===== src/rtl/dualmem_req_ctrl.sv =====
// Request controller in front of a 2048 x 64-bit single-port memory: post-reset
// zero-fill, byte-enabled writes, and credit-limited in-order read responses.
module dualmem_req_ctrl #(
    parameter int RSP_DEPTH = 2,
    parameter bit INIT_ZERO = 1'b1
) (
    input  logic        clk,
    input  logic        rstn,
    input  logic        req_valid,
    output logic        req_ready,
    input  logic        req_we,
    input  logic [10:0] req_addr,
    input  logic [63:0] req_wdata,
    input  logic [7:0]  req_be,
    output logic        rsp_valid,
    input  logic        rsp_ready,
    output logic [63:0] rsp_rdata,
    output logic        init_done,
    output logic        mem_en,
    output logic [7:0]  mem_we,
    output logic [10:0] mem_addr,
    output logic [63:0] mem_wdata,
    input  logic [63:0] mem_rdata
);
    localparam int PW = $clog2(RSP_DEPTH);
    localparam int CW = $clog2(RSP_DEPTH + 1);
    localparam logic [CW:0]   DEPTH_C  = (CW+1)'(RSP_DEPTH);
    localparam logic [PW-1:0] LAST_PTR = PW'(RSP_DEPTH - 1);

    typedef enum logic [1:0] {ST_INIT = 2'd0, ST_RUN = 2'd1, ST_FLUSH = 2'd2} state_t;
    localparam state_t RST_STATE = INIT_ZERO ? ST_INIT : ST_RUN;

    state_t        state, state_nxt;
    logic          live;
    logic [10:0]   init_cnt;
    logic          inflight;
    logic [PW-1:0] wr_ptr, rd_ptr;
    logic [CW-1:0] count;
    logic [63:0]   fifo_mem [RSP_DEPTH];
    logic          rdy, rd_accept, push, pop;
    logic [CW:0]   credit;

    assign push      = inflight;
    assign pop       = rsp_valid && rsp_ready;
    assign rsp_valid = (count != '0);
    assign rsp_rdata = fifo_mem[rd_ptr];
    assign req_ready = rdy;
    assign init_done = live && (state != ST_INIT);

    // An entry leaving this cycle frees its slot for the new read; without that
    // a back-to-back read stream could not sustain one read per cycle.
    assign credit = {1'b0, count} + (CW+1)'(inflight) - (CW+1)'(pop);

    always_comb begin
        state_nxt = state;
        rdy       = 1'b0;
        rd_accept = 1'b0;
        mem_en    = 1'b0;
        mem_we    = 8'h00;
        mem_addr  = '0;
        mem_wdata = '0;
        case (state)
            ST_INIT: begin
                if (live) begin
                    mem_en   = 1'b1;
                    mem_we   = 8'hFF;
                    mem_addr = init_cnt;
                    if (init_cnt == 11'h7FF) state_nxt = ST_RUN;
                end
            end
            ST_RUN, ST_FLUSH: begin
                if (live) begin
                    rdy       = req_we || (credit < DEPTH_C);
                    mem_en    = req_valid && rdy;
                    mem_we    = (mem_en && req_we) ? req_be : 8'h00;
                    mem_addr  = req_addr;
                    mem_wdata = req_wdata;
                    rd_accept = mem_en && !req_we;
                    state_nxt = (state == ST_RUN && !req_valid && inflight) ? ST_FLUSH : ST_RUN;
                end
            end
            default: state_nxt = RST_STATE;
        endcase
    end

    // live holds everything quiet for the first edge after reset release.
    always_ff @(posedge clk or negedge rstn) begin
        if (!rstn) begin
            state    <= RST_STATE;
            live     <= 1'b0;
            init_cnt <= '0;
            inflight <= 1'b0;
            wr_ptr   <= '0;
            rd_ptr   <= '0;
            count    <= '0;
        end else begin
            state    <= state_nxt;
            live     <= 1'b1;
            inflight <= rd_accept;
            if (state == ST_INIT && live) init_cnt <= init_cnt + 11'd1;
            if (push) wr_ptr <= (wr_ptr == LAST_PTR) ? '0 : wr_ptr + PW'(1);
            if (pop)  rd_ptr <= (rd_ptr == LAST_PTR) ? '0 : rd_ptr + PW'(1);
            count <= count + CW'(push) - CW'(pop);
        end
    end

    always_ff @(posedge clk) begin
        if (push) fifo_mem[wr_ptr] <= mem_rdata;
    end
endmodule

===== config.mk =====
export PLATFORM = sky130hd
export DESIGN_NAME = dualmem_req_ctrl
export DESIGN_NICKNAME = d
export VERILOG_FILES = /design/src/rtl/dualmem_req_ctrl.sv
export SDC_FILE = /design/constraint.sdc
export NUM_CORES = 1
export LEC_CHECK = 0
export ABC_AREA = 1
export BUFFER_PORTS_ARGS = -buffer_cell sky130_fd_sc_hd__buf_2
export CAP_MARGIN = 20
export CORE_MARGIN = 1.5
export CORE_UTILIZATION = 50
export DETAILED_ROUTE_END_ITERATION = 10
export PLACE_DENSITY_LB_ADDON = 0.2
export SLEW_MARGIN = 15
export SYNTH_ARGS = -nofsm -noshare
export SYNTH_HDL_FRONTEND = slang
export SYNTH_SLANG_ARGS = --single-unit
export TNS_END_PERCENT = 30

===== constraint.sdc =====
create_clock -name clk -period 11.5 [get_ports clk]
set_input_delay 2.3 -clock clk [delete_from_list [all_inputs] [get_ports clk]]
set_output_delay 2.3 -clock clk [all_outputs]
set_load 0.05 [all_outputs]

# Word level (Yosys, flattened, before mapping)

Memories as Yosys holds them, arrays and structs flattened.
Index checks and enable logic that the tools add are counted.

Add/sub/neg operators: 7
$lt $le $gt $ge: 1
Eq/ne operators: 6
Muxes and demuxes: 25
Reductions and logical operators: 16

Operator list:

| kind                                                | number |
|---|---|
| two-way mux 64 bit                                  | 2 |
| two-way mux 8 bit                                   | 3 |
| two-way mux 11 bit                                  | 2 |
| case mux 11 bit (2 select lines)                    | 1 |
| case mux 8 bit (2 select lines)                     | 1 |
| adder 11 x 1 -> 11 bit, second input constant       | 1 |
| equality test 11 bit, second input constant         | 1 |
| two-way mux 1 bit                                   | 10 |
| logical AND 1 bit                                   | 8 |
| two-way mux 2 bit                                   | 4 |
| inequality test 2 bit, second input constant        | 3 |
| case mux 2 bit (2 select lines)                     | 1 |
| nonzero test 2 bit                                  | 2 |
| adder 2 x 1 -> 3 bit                                | 1 |
| < comparator 3 x 2 -> 1 bit, second input constant  | 1 |
| AND reduction 3 bit                                 | 1 |
| subtractor 3 x 1 -> 3 bit                           | 1 |
| adder 1 bit, second input constant                  | 2 |
| adder 2 x 1 -> 2 bit                                | 1 |
| equality test 2 x 1 -> 1 bit, second input constant | 1 |
| equality test 2 bit, second input constant          | 1 |
| logical NOT 1 bit                                   | 2 |
| logical NOT 2 bit                                   | 1 |
| case mux 1 bit (2 select lines)                     | 1 |
| 3 further kinds                                     | 3 |

Register bits after elaboration: 19
Output and inout port bits: 151
Memories kept: 1
Input bits: 152
RAM bits: 128
Word-level logic and storage cells: 63

Memory list:

| memory   | words | width | rd ports | clocked after memory_dff | write ports | line | text |
|---|---|---|---|---|---|---|---|
| fifo_mem | 2     | 64    | 1        | 0                        | 1           | 39   | `logic [63:0] fifo_mem [RSP_DEPTH];` |

# Longest topological paths before layout

Word-level depth: 10
Depth in mapped cells: 14
Depth with buffers taken out: 14

# Worst setup path before layout

OpenSTA, ideal clock, no wires.

Kind: in2out
From: input rsp_ready
To: output mem_en
Slack: 4.843 ns
Path buffers: 0
Arrival time: 4.357 ns
Stages on the path: 11
Cells stage by stage: nand2_1 inv_1 ha_1 inv_1 ha_1 fa_1 inv_1 nand3_1 nand2_1 nand2_1 a21oi_1

Cells in the longest elaborated chain, start to end: 7

RTL lines:

| what                            | line | text |
|---|---|---|
| start, declared                 | 16   | `input logic rsp_ready,` |
| logical AND 1 bit               | 44   | `assign pop = rsp_valid && rsp_ready;` |
| via pop                         | 40   | `logic rdy, rd_accept, push, pop;` |
| subtractor 3 x 1 -> 3 bit       | 52   | `assign credit = {1'b0, count} + (CW+1)'(inflight) - (CW+1)'(pop);` |
| via credit[1]                   | 41   | `logic [CW:0] credit;` |
| < comparator 3 x 2 -> 1 bit     | 73   | `rdy = req_we \|\| (credit < DEPTH_C);` |
| logical OR 1 bit                | 73   |  |
| logical AND 1 bit               | 74   | `mem_en = req_valid && rdy;` |
| two-way mux 1 bit               | 72   | `if (live) begin` |
| case mux 1 bit (2 select lines) | 62   | `case (state)` |
| end, declared                   | 19   | `output logic mem_en,` |

The timed path passes the listed nets, and every way through them passes these cells.

# Worst setup path after layout

Ends and elaborated chain as after synthesis.

==> impl_summary.txt <==
----------------------------------------------------
[Clocking]
  CTS sink cnt ... 147
  Number of hold-repair buffers added at the cts stage ... 0
  Buffer type at the clock tree root ... clkbuf_16
  Number of buffers created by CTS ... 17
  Number of gates resized after CTS ... 0
  TritonCTS clock tree ... done
  Maximum buffer depth of the clock tree ... 2
  Number of setup buffers added after CTS ... 0
  Insertion delay of the later-clocked pin in the worst-skew pair ... 0.41 ns
  Htree depth ... 4
  Clock-pin slew reported for the worst setup and hold paths after clock tree synthesis ... 0.05 ns

[Timing]
  Number of hold violations in the final report ... 0
  Worst hold slack across all endpoints ... 0.499 ns
  Fmax ... 153 MHz
  Slew Viols, Final ... 0
  Number of setup violations in the final report ... 0
  Total negative slack for setup checks ... 0 ns
  Final worst-path cycle share ... 56.7%
  Setup repair after global routing missed its margin ... false
  Slack of the critical path ... 4.98 ns
  Clock tree skew after final layout ... 0.00600 ns
  Crit path time final ... 6.52 ns
  Max transition margin ... 41.7%
  Transition at the pin with the smallest max-transition slack ... 0.874 ns

[Yosys]
  Number of unique standard cell types used by synthesis ... 25
  Cell taking the most area after synthesis ... edfxtp_1
  Most used flip-flop cell after synthesis ... edfxtp_1
  Number of instances in the synthesized netlist ... 661
  Post-synth ARST share ... 12.9%
  Number of flops mapped to enable cells by yosys ... 128
  Post-synthesis instance area ... 0.00649 mm2
  Mapped Nets ... 820
  Mean Syn Cell Area ... 9.82 um2
  Synth Warn # ... 0
  Post-synthesis sequential element count ... 147
  Top area cells in the synthesized netlist ... edfxtp_1 59%, nand2_1 15%, dfrtp_1 7.3%, inv_1 5.7%, nor2_1 4.3%
  Part of the Yosys area used for sequential elements ... 66.6%
  Area share of the leading cell type in the synthesized netlist ... 59.2%

[Place]
  Detail Placement HPWL ... 11.4 mm
  Port Buf Inserts ... 302
  DP Area ... 0.00812 mm2
  Placer's final routability congestion estimate ... 0.797
  Setup WS pre-CTS ... 4.98 ns

[Setup path]
  Library cell contributing the largest single delay on the critical path ... fa_1
  Worst R2R Start ... count[1]
  Critical path data arrival time ... 4.22 ns
  R2R setup slack ... 9.30 ns
  Length in cells of the worst reg-to-reg path ... 13
  Crit Reg-Reg Endpoint ... inflight
  Worst Path Class, Setup ... input pin to primary output
  Crit-path cells ... buf_2 -> nand2_1 -> inv_1 -> ha_1 -> inv_1 -> ha_1 -> fa_1 -> inv_1 -> nand3_1 -> nand2_1 -> nand2_1 -> a21oi_1 -> buf_2
  Largest stage delay on the critical path ... 0.46 ns
  Endpoint required time on the critical path ... 9.20 ns
  Worst-path fanout max ... 2
  Kind of capture point of the worst setup path ... primary output
  Kind of start point of the critical path ... input pin

[Cells and area]
  Core utilization of the finished layout ... 68.5%
  Layout Cell Area excl Fill ... 0.00864 mm2
  Area growth from synthesis to layout ... 33.2%
  Number of nets in the final layout ... 1,121
  Proportion of layout cells with a drive suffix above 1 ... 35.3%

[Routing]
  Detailed-route wire length ... 16.1 mm
  Drc violations ... 0
  Number of search-and-repair iterations in the first detailed-routing pass ... 5
  Routed length per placed instance ... 14.0 um
  Vias ... 5,229
  Violation count after the first detailed-route iteration ... 415
  DRT antenna net count ... 0
  Via-per-instance ratio ... 4.56

[Global route]
  First-pass GRT wire length ... 22.9 mm
  Largest net degree at the start of global routing ... 69
  Number of global-route vias before repair ... 4,493
  Initial antenna violation count ... 1
  Total overflow reported by the global router ... 0
  GRT Resource Usage Total ... 22.9%

[Pwr]
  Pwr per Cell Area ... 211 mW/mm2
  Reported leakage power ... 0.00449 uW
  Max rail drop VDD ... 0.171 mV

[Hold path]
  Number of stages on the worst hold path ... 2
  Path type of the worst min-delay path ... flop to flop
  Startpoint of the worst hold path ... init_cnt[7]
  Worst Hold Path EP ... init_cnt[7]

[Die]
  Core footprint ... 0.0126 mm2
  Site Rows ... 41
  Die span in x ... 117 um
  Io pins ... 303
  Total Die Area ... 0.0137 mm2
  Starting Density ... 51.4%
  Height of the die ... 117 um

[Status]
  Outcome ... complete, no violations

[Run]
  Max cap viols ... 0

----------------------------------------------------
critical path, delay by kind of cell:
family,cells,cell delay (ns)
adders and majority gates,3,0.90
buffers and inverters,5,0.54
AOI/OAI and AO/OA,1,0.13
and+or+nand+nor,4,0.35
sequential cells by signal (all words and copies together), names as in the netlist:
register / count
count: 2
fifo_mem: 128
inflight: 1
init_cnt: 11
live: 1
rd_ptr: 1
state: 2
wr_ptr: 1
placed cells by master, fill, tap and decap left out, drive strengths merged, types with 2 or more instances in the layout:
master	n
buf	307
nor3	4
inv	100
xnor2	2
nand3	12
xor2	6
nand2	256
nand4	3
ha	6
edfxtp	128
dfrtp	19
clkbuf	18
clkinvlp	2
a21oi	22
clkinv	8
nor2	76
worst max-delay path by stage:
| stage | startpoint | endpoint | slack [ns] | depth (start not counted) |
|---|---|---|---|---|
| 2_1_floorplan | rsp_ready | mem_en | 4.84 | 11 |
| 3_3_place_gp | rsp_ready | mem_en | 5.04 | 13 |
| 3_5_place_dp | rsp_ready | mem_en | 4.98 | 13 |
| 4_1_cts | rsp_ready | mem_en | 4.98 | 13 |
| 5_1_grt | rsp_ready | mem_en | 4.82 | 13 |
| 6_report | rsp_ready | mem_en | 4.98 | 13 |
layout make-up:
class / count / area (um2)
inverters: 99 / 372
well taps: 172 / 215
clock buffers: 18 / 429
repair buffers: 307 / 1550
flip-flops and latches: 147 / 4320
multi-input cells: 390 / 1660
clock inverters: 12 / 92.6
diodes: 1 / 2.50
fillers: 994 / 3980
per-stage QoR:
stage / instances / total power (uW)
after global routing: 1146 / 1910
final: 1146 / 1820
after CTS: 1145 / 1840
after floorplan: 661 / 1160
after detailed placement: 1115 / 1350
after global placement: 1115 / 1340
synthesized netlist by cell type, types with 2 or more instances:
master	n
inv_1	98
buf_6	5
dfrtp_1	19
xnor2_1	2
buf_4	2
nand4_1	3
a21oi_1	22
ha_1	6
edfxtp_1	128
buf_1	8
clkbuf_1	6
nand2_2	2
nand2_1	254
buf_2	4
nor2_1	74
nor2_2	2
xor2_1	6
nor3_1	3
nand3_1	11
metal layers:
metal	up-vias	track usage [%]	part of all wire, %	wire [um]
li1	2657	-	-	-
met1	2366	30.2	42	6730
met2	190	35.5	48	7750
met3	16	7.93	8.7	1390
met4	0	8.19	1.1	180
met5	-	0	0	0
power breakdown:
group          switching [uW]  internal (uW)  leakage, uW  total [uW]
combinational             567            152      0.00285         719
sequential               17.8            598      0.00139         615
clock                     197            291     0.000252         487
total                     782           1040      0.00449        1820
kinds of logic (layout without fill, tap and decap cells):
| group | Yosys count | after routing | synth area share [%] |
|---|---|---|---|
| XOR/XNOR | 8 | 8 | 1.08 |
| buffers and inverters | 124 | 436 | 7.94 |
| AO/OA/AOI/OAI | 23 | 23 | 1.77 |
| flip-flops | 147 | 147 | 66.6 |
| adder cells (fa/ha/maj) | 7 | 7 | 1.47 |
| other | 1 | 2 | 0.0578 |
| AND/OR/NAND/NOR | 351 | 351 | 21.1 |
No activity file was read; power rests on OpenSTA's default activity.
